`src/rtl/group_stream_arbiter_pkg.sv`:
```
// rtl/group_stream_arbiter_pkg.sv - shared state type, default sizes and width helpers
package grp_arb_pkg;

    typedef enum logic [1:0] {
        IDLE    = 2'd0,
        COLLECT = 2'd1,
        EMIT    = 2'd2
    } state_t;

    localparam int DEF_NUM_REQ    = 4;
    localparam int DEF_GROUP_SIZE = 16;

    // Requester index width; a single requester still needs one bit.
    function automatic int id_width(input int num_req);
        return (num_req <= 1) ? 1 : $clog2(num_req);
    endfunction

    // Counter must be able to hold the value GROUP_SIZE itself.
    function automatic int cnt_width(input int group_size);
        return $clog2(group_size + 1);
    endfunction

endpackage

```
`src/rtl/group_stream_arbiter_if.sv`:
```
// rtl/group_stream_arbiter_if.sv - serial requester and packed-output bundle
interface group_stream_arbiter_if
    import grp_arb_pkg::*;
#(
    parameter int NUM_REQ    = DEF_NUM_REQ,
    parameter int GROUP_SIZE = DEF_GROUP_SIZE,
    parameter int ID_W       = id_width(DEF_NUM_REQ)
);
    logic [NUM_REQ-1:0]    req;
    logic [NUM_REQ-1:0]    bit_valid;
    logic [NUM_REQ-1:0]    bit_in;
    logic [NUM_REQ-1:0]    grant;
    logic                  out_valid;
    logic                  out_ready;
    logic [GROUP_SIZE-1:0] out_data;
    logic [ID_W-1:0]       out_id;
    logic                  abort;

    modport slave (
        input  req, bit_valid, bit_in, out_ready,
        output grant, out_valid, out_data, out_id, abort
    );

    modport master (
        output req, bit_valid, bit_in, out_ready,
        input  grant, out_valid, out_data, out_id, abort
    );
endinterface

```
`src/rtl/group_stream_arbiter_bit_packer.sv`:
```
// rtl/group_stream_arbiter_bit_packer.sv - serial-to-parallel shift register with bit counter
module bit_packer #(
    parameter int GROUP_SIZE = 16,
    parameter int CNT_W      = 5
) (
    input  logic                  clock,
    input  logic                  reset,
    input  logic                  clear,
    input  logic                  shift_en,
    input  logic                  data_bit,
    output logic [GROUP_SIZE-1:0] shreg,
    output logic [CNT_W-1:0]      count,
    output logic                  full
);

    // High while the bit being shifted in this cycle completes the group.
    assign full = shift_en && (count == CNT_W'(GROUP_SIZE - 1));

    // Shift accepted bits in at the LSB so the first bit ends up in the MSB.
    always_ff @(posedge clock or posedge reset) begin
        if (reset) begin
            shreg <= '0;
            count <= '0;
        end else begin
            if (shift_en) begin
                shreg <= {shreg[GROUP_SIZE-2:0], data_bit};
            end
            if (clear) begin
                count <= '0;
            end else if (shift_en) begin
                count <= count + 1'b1;
            end
        end
    end

endmodule

```
`src/rtl/group_stream_arbiter.sv`:
```
// rtl/group_stream_arbiter.sv - round-robin group arbiter over one packer; GRP_ARB_TIMEOUT_EN adds stall timeout
module group_stream_arbiter
    import grp_arb_pkg::*;
#(
    parameter int NUM_REQ        = DEF_NUM_REQ,
    parameter int GROUP_SIZE     = DEF_GROUP_SIZE,
    parameter int CNT_W          = cnt_width(GROUP_SIZE),
    parameter int ID_W           = id_width(NUM_REQ),
    parameter int TIMEOUT_CYCLES = 64
) (
    input  logic                  clock,
    input  logic                  reset,
    group_stream_arbiter_if.slave bus
);

    state_t                state;
    logic [ID_W-1:0]       rr_ptr;
    logic [ID_W-1:0]       grant_idx;
    logic [ID_W-1:0]       win_idx;
    logic [ID_W-1:0]       cand_idx;
    logic                  win_found;
    logic                  req_g;
    logic                  bit_g;
    logic                  shift_en;
    logic                  pk_clear;
    logic                  pk_full;
    logic                  timeout;
    logic [GROUP_SIZE-1:0] shreg;
    logic [CNT_W-1:0]      unused_bit_count;
    logic                  unused_shreg_msb;

    assign req_g    = bus.req[grant_idx];
    assign bit_g    = bus.bit_in[grant_idx];
    assign shift_en = (state == COLLECT) && req_g && bus.bit_valid[grant_idx];
    assign pk_clear = (state == COLLECT) && (!req_g || timeout || pk_full);
    assign unused_shreg_msb = shreg[GROUP_SIZE-1];

    bit_packer #(
        .GROUP_SIZE(GROUP_SIZE),
        .CNT_W     (CNT_W)
    ) u_packer (
        .clock   (clock),
        .reset   (reset),
        .clear   (pk_clear),
        .shift_en(shift_en),
        .data_bit(bit_g),
        .shreg   (shreg),
        .count   (unused_bit_count),
        .full    (pk_full)
    );

`ifdef GRP_ARB_TIMEOUT_EN
    localparam int STALL_W = $clog2(TIMEOUT_CYCLES + 1);
    logic [STALL_W-1:0] stall_cnt;

    // Fires on the TIMEOUT_CYCLES-th consecutive collect cycle without a bit.
    assign timeout = (state == COLLECT) && !shift_en
                     && (stall_cnt == STALL_W'(TIMEOUT_CYCLES - 1));

    // Count consecutive idle collect cycles; any accepted bit or exit restarts it.
    always_ff @(posedge clock or posedge reset) begin
        if (reset) begin
            stall_cnt <= '0;
        end else if ((state != COLLECT) || shift_en || pk_clear) begin
            stall_cnt <= '0;
        end else begin
            stall_cnt <= stall_cnt + 1'b1;
        end
    end
`else
    localparam int unused_timeout_cycles = TIMEOUT_CYCLES;
    assign timeout = 1'b0;
`endif

    // Round-robin search starting just above the last winner, with wrap.
    always_comb begin
        win_found = 1'b0;
        win_idx   = rr_ptr;
        cand_idx  = '0;
        for (int i = 1; i <= NUM_REQ; i++) begin
            cand_idx = ID_W'((int'(rr_ptr) + i) % NUM_REQ);
            if (!win_found && bus.req[cand_idx]) begin
                win_found = 1'b1;
                win_idx   = cand_idx;
            end
        end
    end

    // Arbiter FSM; all handshake outputs are registered here.
    always_ff @(posedge clock or posedge reset) begin
        if (reset) begin
            state         <= IDLE;
            rr_ptr        <= ID_W'(NUM_REQ - 1);
            grant_idx     <= '0;
            bus.grant     <= '0;
            bus.out_valid <= 1'b0;
            bus.out_data  <= '0;
            bus.out_id    <= '0;
            bus.abort     <= 1'b0;
        end else begin
            bus.abort <= 1'b0;
            case (state)
                IDLE: begin
                    if (win_found) begin
                        bus.grant <= NUM_REQ'(1) << win_idx;
                        grant_idx <= win_idx;
                        rr_ptr    <= win_idx;
                        state     <= COLLECT;
                    end
                end
                COLLECT: begin
                    // A dropped request wins over a bit strobed in the same cycle.
                    if (!req_g || timeout) begin
                        bus.abort <= 1'b1;
                        bus.grant <= '0;
                        state     <= IDLE;
                    end else if (pk_full) begin
                        bus.out_data  <= {shreg[GROUP_SIZE-2:0], bit_g};
                        bus.out_id    <= grant_idx;
                        bus.out_valid <= 1'b1;
                        bus.grant     <= '0;
                        state         <= EMIT;
                    end
                end
                EMIT: begin
                    if (bus.out_ready) begin
                        bus.out_valid <= 1'b0;
                        state         <= IDLE;
                    end
                end
                default: begin
                    state <= IDLE;
                end
            endcase
        end
    end

endmodule

```
`src/flat_wrapper.sv`:
```
// flat-port wrapper written by rule: the top's interface ports become plain ports
module group_stream_arbiter_flat import grp_arb_pkg::*;
#(
    parameter int NUM_REQ        = DEF_NUM_REQ,
    parameter int GROUP_SIZE     = DEF_GROUP_SIZE,
    parameter int CNT_W          = cnt_width(GROUP_SIZE),
    parameter int ID_W           = id_width(NUM_REQ),
    parameter int TIMEOUT_CYCLES = 64
)
  (clock, reset, bus_req, bus_bit_valid, bus_bit_in, bus_out_ready, bus_grant, bus_out_valid, bus_out_data, bus_out_id, bus_abort);
  group_stream_arbiter_if #(.NUM_REQ(NUM_REQ), .GROUP_SIZE(GROUP_SIZE), .ID_W(ID_W)) bus_i ();
  input  logic clock;
  input  logic reset;
  input wire logic [$bits(bus_i.req)-1:0] bus_req;
  input wire logic [$bits(bus_i.bit_valid)-1:0] bus_bit_valid;
  input wire logic [$bits(bus_i.bit_in)-1:0] bus_bit_in;
  input wire logic [$bits(bus_i.out_ready)-1:0] bus_out_ready;
  output wire logic [$bits(bus_i.grant)-1:0] bus_grant;
  output wire logic [$bits(bus_i.out_valid)-1:0] bus_out_valid;
  output wire logic [$bits(bus_i.out_data)-1:0] bus_out_data;
  output wire logic [$bits(bus_i.out_id)-1:0] bus_out_id;
  output wire logic [$bits(bus_i.abort)-1:0] bus_abort;
  assign bus_i.req = bus_req;
  assign bus_i.bit_valid = bus_bit_valid;
  assign bus_i.bit_in = bus_bit_in;
  assign bus_i.out_ready = bus_out_ready;
  assign bus_grant = bus_i.grant;
  assign bus_out_valid = bus_i.out_valid;
  assign bus_out_data = bus_i.out_data;
  assign bus_out_id = bus_i.out_id;
  assign bus_abort = bus_i.abort;
  group_stream_arbiter #(.NUM_REQ(NUM_REQ), .GROUP_SIZE(GROUP_SIZE), .CNT_W(CNT_W), .ID_W(ID_W), .TIMEOUT_CYCLES(TIMEOUT_CYCLES)) u_core (.clock(clock), .reset(reset), .bus(bus_i));
endmodule
```
`config.mk`:
```
export PLATFORM = sky130hd
export DESIGN_NAME = group_stream_arbiter_flat
export DESIGN_NICKNAME = d
export VERILOG_FILES = /design/src/rtl/group_stream_arbiter_pkg.sv /design/src/rtl/group_stream_arbiter_if.sv /design/src/rtl/group_stream_arbiter_bit_packer.sv /design/src/rtl/group_stream_arbiter.sv /design/src/flat_wrapper.sv
export SDC_FILE = /design/constraint.sdc
export NUM_CORES = 1
export LEC_CHECK = 0
export CAP_MARGIN = 20
export CELL_PAD_IN_SITES_DETAIL_PLACEMENT = 1
export CELL_PAD_IN_SITES_GLOBAL_PLACEMENT = 1
export CORE_AREA = 2 2 76 78
export CTS_CLUSTER_SIZE = 28
export DETAILED_ROUTE_END_ITERATION = 10
export DIE_AREA = 0 0 78 80
export MAX_ROUTING_LAYER = met4
export PLACE_DENSITY = 0.87
export SETUP_SLACK_MARGIN = 0.05
export SYNTH_ARGS = -nofsm -noshare
export SYNTH_HDL_FRONTEND = slang
export SYNTH_HIERARCHICAL = 1
export SYNTH_SLANG_ARGS = --single-unit
```
`constraint.sdc`:
```
create_clock -name clock -period 2.9 [get_ports clock]
set_input_delay 0.58 -clock clock [delete_from_list [all_inputs] [get_ports clock]]
set_output_delay 0.58 -clock clock [all_outputs]
set_load 0.05 [all_outputs]
```
## Word level (Yosys, flattened, before mapping)

Index checks and enable logic that the tools add are counted.

- Add/sub/neg operators: 5
- Reduce and logical (&&, ||, !) cells: 21
- Mux-type cells: 39
- $lt $le $gt $ge: 5
- Equal/unequal tests: 8
- Shift-type cells: 1

Operator list:

| kind | number |
|---|---|
| 1-bit 2-to-1 mux | 16 |
| 2-bit 2-to-1 mux | 8 |
| 2-bit by 3-bit less-than comparator with 1-bit output, second input constant | 5 |
| 1-bit binary-select mux with 2-bit select | 7 |
| 4-bit 2-to-1 mux | 3 |
| 5-bit 2-to-1 mux | 2 |
| 3-bit AND reduction | 3 |
| 4-bit case mux with 2 select lines | 1 |
| 1-bit logical AND | 7 |
| 2-bit by 1-bit != test with 1-bit output, second input constant | 3 |
| 2-bit case mux with 3 select lines | 1 |
| 2-bit nonzero test | 3 |
| 5-bit by 1-bit adder with 5-bit output, second input constant | 1 |
| 5-bit by 4-bit == test with 1-bit output, second input constant | 1 |
| 2-bit by 1-bit adder with 2-bit output, second input constant | 2 |
| 2-bit adder, second input constant | 2 |
| 1-bit logical NOT | 4 |
| 4-bit AND reduction | 1 |
| 1-bit by 2-bit << shifter with 4-bit output, first input constant | 1 |
| 3-bit != test, second input constant | 1 |
| 2-bit by 1-bit == test with 1-bit output, second input constant | 1 |
| 2-bit == test, second input constant | 1 |
| 2-bit logical NOT | 1 |
| 2-bit != test, second input constant | 1 |
| other kinds (3) | 3 |

- Flip-flop bits (word level): 50
- Output and inout bits: 24

## Logic depth before layout (Yosys ltp)

Gate-level depths: netlist (run 1).

- Depth after elaboration: 16
- Depth in mapped cells: 10
- Depth with buffers taken out: 8

## Modules after synthesis

The synthesis (run 1) kept the hierarchy.

Modules (own cells, without submodules):

| module | area an instance (sq um) | seq. area each (sq um) | cells each | times used |
|---|---|---|---|---|
| group_stream_arbiter | 1323.8 | 753.2 | 99 | 1 |
| bit_packer | 942.2 | 525.5 | 59 | 1 |

## Worst setup path after synthesis (run 1)

Ideal clock, no wire load.

- Kind: input-to-reg
- From: in bus_req[3]
- To: reg u_core.u_packer.count[3]
- Setup time: 64 ps
- Path slack: 480 ps
- Arrival time: 2356 ps
- Data required time: 2836 ps
- Stages: 9
- Path buffers: 2
- Cell sequence: mux4_2 and3_2 buf_6 buf_6 and2_1 or2b_1 and2_1 nor2b_1 mux2_4

- Longest elaborated chain between the ends: 8
- Elaborated cells between the ends (all ways): 10

RTL lines:

| element | RTL line | text |
|---|---|---|
| start: declaration | flat_wrapper.sv:14 | `input wire logic [$bits(bus_i.req)-1:0] bus_req;` |
| 1-bit binary-select mux with 2-bit select * | group_stream_arbiter.sv:32 | `assign req_g = bus.req[grant_idx];` |
| 1-bit 2-to-1 mux (implied by the code) * | group_stream_arbiter.sv:32 |  |
| 1-bit logical AND * (2 in a row) | group_stream_arbiter.sv:34 | `assign shift_en = (state == COLLECT) && req_g && bus.bit_valid[grant_idx];` |
| named net u_core.shift_en | group_stream_arbiter.sv:24 | `logic shift_en;` |
| 1-bit logical AND * | group_stream_arbiter_bit_packer.sv:17 | `assign full = shift_en && (count == CNT_W'(GROUP_SIZE - 1));` |
| named net u_core.pk_full | group_stream_arbiter.sv:26 | `logic pk_full;` |
| 1-bit logical OR * | group_stream_arbiter.sv:35 | `assign pk_clear = (state == COLLECT) && (!req_g \|\| timeout \|\| pk_full);` |
| 1-bit logical AND * | group_stream_arbiter.sv:35 |  |
| named net u_core.pk_clear | group_stream_arbiter.sv:25 | `logic pk_clear;` |
| 5-bit 2-to-1 mux / 2-bit nonzero test (equally long branches) | - |  |
| end signal: assignment | group_stream_arbiter_bit_packer.sv:31 | `count <= count + 1'b1;` |
| end: declaration | group_stream_arbiter_bit_packer.sv:12 | `output logic [CNT_W-1:0] count,` |

The timed path passes the listed nets; every way through them passes the cells marked *. The select of a mux whose other input is x is not followed.
A chain may end at the register's enable or synchronous reset.

## Worst setup path after layout (run 1)

- From: in bus_req[2]
- To: reg u_core.bus.out_data[0]

- Longest elaborated chain between the ends: 6

RTL lines:

| element | RTL line | text |
|---|---|---|
| 1-bit binary-select mux with 2-bit select | group_stream_arbiter.sv:32 |  |
| 1-bit 2-to-1 mux (implied by the code) | group_stream_arbiter.sv:32 |  |
| 1-bit logical AND (2 in a row) | group_stream_arbiter.sv:34 |  |
| named net u_core.shift_en | group_stream_arbiter.sv:24 |  |
| 1-bit logical AND | group_stream_arbiter_bit_packer.sv:17 |  |
| named net u_core.pk_full | group_stream_arbiter.sv:26 |  |
| 3-bit AND reduction (no source line) | - |  |
| end signal: assignment | group_stream_arbiter.sv:118 | `bus.out_data <= {shreg[GROUP_SIZE-2:0], bit_g};` |
| end: declaration | group_stream_arbiter_if.sv:21 | `output grant, out_valid, out_data, out_id, abort` |

The timed path passes the listed nets, and every way through them passes these cells. The select of a mux whose other input is x is not followed.

==> impl_metrics.yaml, run 1 <==
global_route:
  grt_max_degree: 31
  grtUsageTotal_pct: 16.0
  grt_pass1_vias: 1574
  grt_pass1_wl_um: 7580
  grt-ovfl-total: 0
  antenna_found_initial: 0
synth:
  syn_nets: 173
  yosys_warnings: 6
  syn_area_mm2: 0.00223
  syn_inst: 156
  synth.avg_cell_area_um2: 14.3
clock_tree:
  clkSlewWorstSetupHoldPaths_ns: 0.09
  clockRootBuffer: "clkbuf_8"
  htreeDepth: 2
  clk_latency_ns: 0.30
  cts-resized-gates: 0
  clock_path_buffers: 2
  cts_tree: "done"
  postCtsHoldBufs: 0
  cts_buffers: 5
  numClockSinks: 50
  cts_setup_buffers: 0
die:
  rows: 27
  ios: 39
  die_w_um: 78
  initial_utilization_pct: 41.2
  die_area_mm2: 0.00624
  die_height_um: 80
  core_mm2: 0.00541
finish:
  mostFrequentLayoutCell: "dfrtp_1"
  syn_to_final_growth_pct: 25.7
  seqCellArea_mm2: 0.00125
  final_cell_mix: "48 x dfrtp_1, 38 x clkdlybuf4s50_1, 21 x mux2_2, 13 x mux2_4"
  drive_gt1_share_pct: 26.2
  final_area_mm2: 0.00280
  antenna_cells: 0
  nNetsFinal: 218
  fill_cells: 551
  multi_input_area_um2: 881
setup_path:
  required_ns: 3.08
  reg2reg_to: "u_core/bus.out_data[0]$_DFFE_PP0P_"
  critPathLaunchType: "primary input"
  arrival_ns: 2.68
  end_kind: "flip-flop"
  critPathSlowestCell: "mux4_2"
  crit_type: "in2reg"
  crit_chain: "clkdlybuf4s50_1 > mux4_2 > and3_2 > and2_1 > nand3_1 > buf_12 > mux2_2"
  crit_family: "multiplexers"
  cp_slowest_stage_delay_ns: 0.53
  critPathMaxFanout: 17
  r2r_slack_ns: 0.60
  rr_worst_depth: 6
  path_buf_inv: 2
  rr_startpoint: "u_core/grant_idx[0]$_DFFE_PP0P_"
worst_hold_path:
  hold_class: "reg2reg"
  hold_path_depth: 2
  holdCritStartpoint: "u_core/rr_ptr[0]$_DFFE_PP1P_"
  min_to: "u_core/rr_ptr[0]$_DFFE_PP1P_"
sta:
  finalClockSkew_ns: 0.00779
  max_freq_mhz: 400
  fin_crit_ns: 2.50
  setup_viol: 0
  slew_viol_final: 0
  finalHoldViolCount: 0
  min_period_over_period_pct: 86.2
  hold_ws_ns: 0.495
  rsz0062_at_grt: "no"
  worst_slew_pin_slew_ns: 0.756
  tns_ns: 0
  maxSlewHeadroom_pct: 49.5
  setup_ws_ns: 0.399
power:
  ir_drop_uv: 732
  power_leakage_uw: 0.00133
  power.density_mw_per_mm2: 829
routing:
  first_pass_iters: 4
  viasPerCell: 5.12
  drc: 0
  wl_per_cell_um: 15.6
  postRouteAntennaNets: 0
  finalWirelength_um: 4270
  vias: 1403
  drtIter0Drc: 56
status:
  status: "finished clean"
placement:
  placed_area_mm2: 0.00269
  io_buffers: 38
  dp_hpwl_um: 3080
  globalplace.congestion: 0.880
  dp_slack_ns: 0.0776
run:
  maxCapViolations: 0
[worst min-delay path: stages (launching register included)]
cell and delay [ns]:
dfstp_2 0.40, inv_1 0.05, a21oi_1 0.05
[worst max-delay path by stage]
stage	start	to	slack [ns]	depth (start not counted)
after floorplan	bus_req[3]	u_core/u_packer/count[3]$_DFFE_PP0P_	0.48	9
after detailed placement	bus_req[2]	u_core/bus.out_data[0]$_DFFE_PP0P_	0.08	7
after global routing	bus_req[2]	u_core/bus.out_data[0]$_DFFE_PP0P_	0.33	7
after CTS	bus_req[2]	u_core/bus.out_data[0]$_DFFE_PP0P_	0.39	7
after global placement	bus_req[2]	u_core/bus.out_id[0]$_DFFE_PP0P_	0.15	7
final	bus_req[2]	u_core/bus.out_data[0]$_DFFE_PP0P_	0.40	7
[area by class of cell]
type / instances / area share (%)
timing repair buffer: 44 / 15.6
tap: 72 / 3.22
inverter: 8 / 1.07
multi-input combinational: 92 / 31.5
clock inverter: 1 / 1.07
clock buffer: 7 / 2.73
sequential: 50 / 44.8
[where the power goes]
| group | switching [uW] | leakage, uW | internal [uW] | total (uW) |
|---|---|---|---|---|
| Sequential | 152 | 0.000660 | 873 | 1030 |
| Combinational | 414 | 0.000620 | 402 | 817 |
| Clock | 220 | 0.0000524 | 258 | 478 |
| Total | 787 | 0.00133 | 1530 | 2320 |
[layer usage]
| metal | GRT usage (%) | wire, um |
|---|---|---|
| met5 | - | 0 |
| met4 | 6.32 | 86 |
| met2 | 27.8 | 2180 |
| met1 | 18.3 | 1860 |
| met3 | 3.28 | 150 |
[through the flow]
step / util, % / total power [uW] / cells
CTS: 51.8 / 2350 / 274
floorplan: - / 1670 / 156
finish: 51.8 / 2320 / 274
detailed placement: 49.8 / 1860 / 266
global placement: 49.8 / 1820 / 266
global route: 51.8 / 2460 / 274
[registers in the layout, summed over array words and instances, names as in the netlist]
signal and cells:
u_core/bus.out_id 2, u_core/bus.out_valid 1, u_core/state 2, u_core/u_packer/count 5, u_core/u_packer/shreg 15, u_core/bus.abort 1
u_core/rr_ptr 2, u_core/bus.grant 4, u_core/grant_idx 2, u_core/bus.out_data 16
No activity file was read; power rests on OpenSTA's default activity.
==> inputs of run 2 (changes only) <==
Settings changed: CTS_CLUSTER_DIAMETER set to 100, MAX_ROUTING_LAYER met4 to unset, PLACE_DENSITY 0.87 to unset, PLACE_DENSITY_LB_ADDON set to 0.1.
==> run 2 against run 1 <==
Effect of this change:
- critical path depth is 1 higher
- sequential share of layout area is 0.38 points higher
- setup slack lost 0.025 ns
- critical endpoint is now u_core/u_packer/count[3]$_DFFE_PP0P_
- via count decreased by 1.9%
- clock-buffer cell count shrank 2
- hold slack worse by 0.00065 ns
- combinational power rose by 0.5%
- flip-flop and latch count is the same
- largest cell class unchanged
- clock skew is 0.0027 ns lower
- utilization is 0.44 points lower
- global-route usage fell by 0.21 points
==> impl_metrics.yaml, run 2 (synthesized netlist as in run 1, its figures left out) <==
die:
  die_height_um: 80
  ios: 39
  die_area_mm2: 0.00624
  core_mm2: 0.00541
  die_w_um: 78
  initial_utilization_pct: 41.2
  rows: 27
global_route:
  grt-ovfl-total: 0
  grt_max_degree: 23
  grt_pass1_wl_um: 7650
  grt_pass1_vias: 1567
  antenna_found_initial: 0
  grtUsageTotal_pct: 15.8
routing:
  drtIter0Drc: 38
  finalWirelength_um: 4420
  wl_per_cell_um: 16.2
  vias: 1377
  viasPerCell: 5.04
  postRouteAntennaNets: 0
  first_pass_iters: 4
  drc: 0
placement:
  dp_slack_ns: 0.0583
  placed_cells: 265
  globalplace.congestion: 0.865
  io_buffers: 38
  dp_hpwl_um: 3310
sta:
  finalHoldViolCount: 0
  worst_slew_pin_slew_ns: 0.809
  setup_ws_ns: 0.374
  min_period_over_period_pct: 87.1
  finalClockSkew_ns: 0.00512
  tns_ns: 0
  setup_viol: 0
  fin_crit_ns: 2.53
  hold_ws_ns: 0.494
  max_freq_mhz: 396
  maxSlewHeadroom_pct: 46.0
  slew_viol_final: 0
  rsz0062_at_grt: "no"
setup_path:
  end_kind: "flip-flop"
  critPathLaunchType: "primary input"
  arrival_ns: 2.78
  critPathSlowestCell: "mux4_2"
  required_ns: 3.15
  critPathMaxFanout: 6
  cp_slowest_stage_delay_ns: 0.54
  cpMostUsedCell: "and2_1"
  crit_type: "in2reg"
  crit_chain: "clkdlybuf4s50_1 > mux4_2 > and3_2 > and2_1 > or2b_1 > and2_1 > nor2b_1 > mux2_4"
power:
  power.density_mw_per_mm2: 808
  ir_drop_uv: 409
  power_leakage_uw: 0.00132
finish:
  largest_register: "u_core/bus.out_data"
  largest_reg_flops: 16
  antenna_cells: 0
  fill_cells: 555
  top_regs: "u_core/bus.out_data: 16 flops, u_core/u_packer/shreg: 15 flops, u_core/u_packer/count: 5 flops"
  mostFrequentLayoutCell: "dfrtp_1"
  nNetsFinal: 217
  drive_gt1_share_pct: 26.9
  syn_to_final_growth_pct: 24.7
  seqCellArea_mm2: 0.00125
  finalNonFillerCells: 273
  multi_input_area_um2: 881
  fin_util_pct: 51.3
  final_cell_mix: "48 x dfrtp_1, 38 x clkdlybuf4s50_1, 21 x mux2_2, 13 x mux2_4"
clock_tree:
  clkSlewWorstSetupHoldPaths_ns: 0.09
  clk_latency_ns: 0.30
  cts-resized-gates: 0
  postCtsHoldBufs: 0
  cts_buffers: 5
  numClockSinks: 50
  cts_setup_buffers: 0
  cts_tree: "done"
  clockRootBuffer: "clkbuf_8"
  clock_path_buffers: 2
  htreeDepth: 2
status:
  status: "finished clean"
run:
  maxCapViolations: 0
worst_hold_path:
  hold_class: "reg2reg"
[run 2: final cells by class]
class	count	share of cell area, %
well taps	72	3.25
inverters	8	1.08
clock buffers	5	2.48
repair buffers	43	15.5
multi-input cells	92	31.7
clock inverters	3	0.766
flip-flops and latches	50	45.2
[run 2: stage by stage]
step | total power, uW | area [um^2]
floorplan | 1670 | 2230
CTS | 2280 | 2780
finish | 2240 | 2780
global route | 2390 | 2780
global placement | 1810 | 2690
detailed placement | 1870 | 2690
[run 2: layer usage]
| layer | part of all wire, % | vias up | routed length [um] | track usage (%) |
|---|---|---|---|---|
| met5 | 0 | - | 0 | 0 |
| met4 | 1.1 | 0 | 49 | 5.26 |
| met3 | 3.0 | 4 | 134 | 3.39 |
| met2 | 54 | 28 | 2370 | 28.4 |
| met1 | 42 | 702 | 1860 | 18.8 |
| li1 | - | 643 | - | - |
[run 2: path summary, 6_finish.rpt]
kind,slack (ns),from,to,cells past startpoint
max,0.37,bus_req[1],u_core/u_packer/count[3]$_DFFE_PP0P_,8
min,0.49,u_core/bus.grant[1]$_DFFE_PP0P_,u_core/bus.grant[1]$_DFFE_PP0P_,2
max reg2reg,0.58,u_core/grant_idx[0]$_DFFE_PP0P_,u_core/u_packer/count[3]$_DFFE_PP0P_,7
min reg2reg,0.49,u_core/bus.grant[1]$_DFFE_PP0P_,u_core/bus.grant[1]$_DFFE_PP0P_,2
max in group asynchronous,1.61,reset,u_core/bus.out_data[6]$_DFFE_PP0P_,3
min in group asynchronous,0.68,reset,u_core/bus.out_data[1]$_DFFE_PP0P_,2
[run 2: report_power, final]
part	leakage (uW)	total (uW)	switching (uW)	internal, uW
sequential	0.000660	1020	149	873
clock	0.0000441	399	230	170
combinational	0.000615	821	419	402
total	0.00132	2240	798	1440
[run 2: critical path, delay by kind of cell]
family | cells | cell delay (ns)
muxes | 2 | 0.70
and+or+nand+nor | 5 | 1.01
buffers and inverters | 1 | 0.49
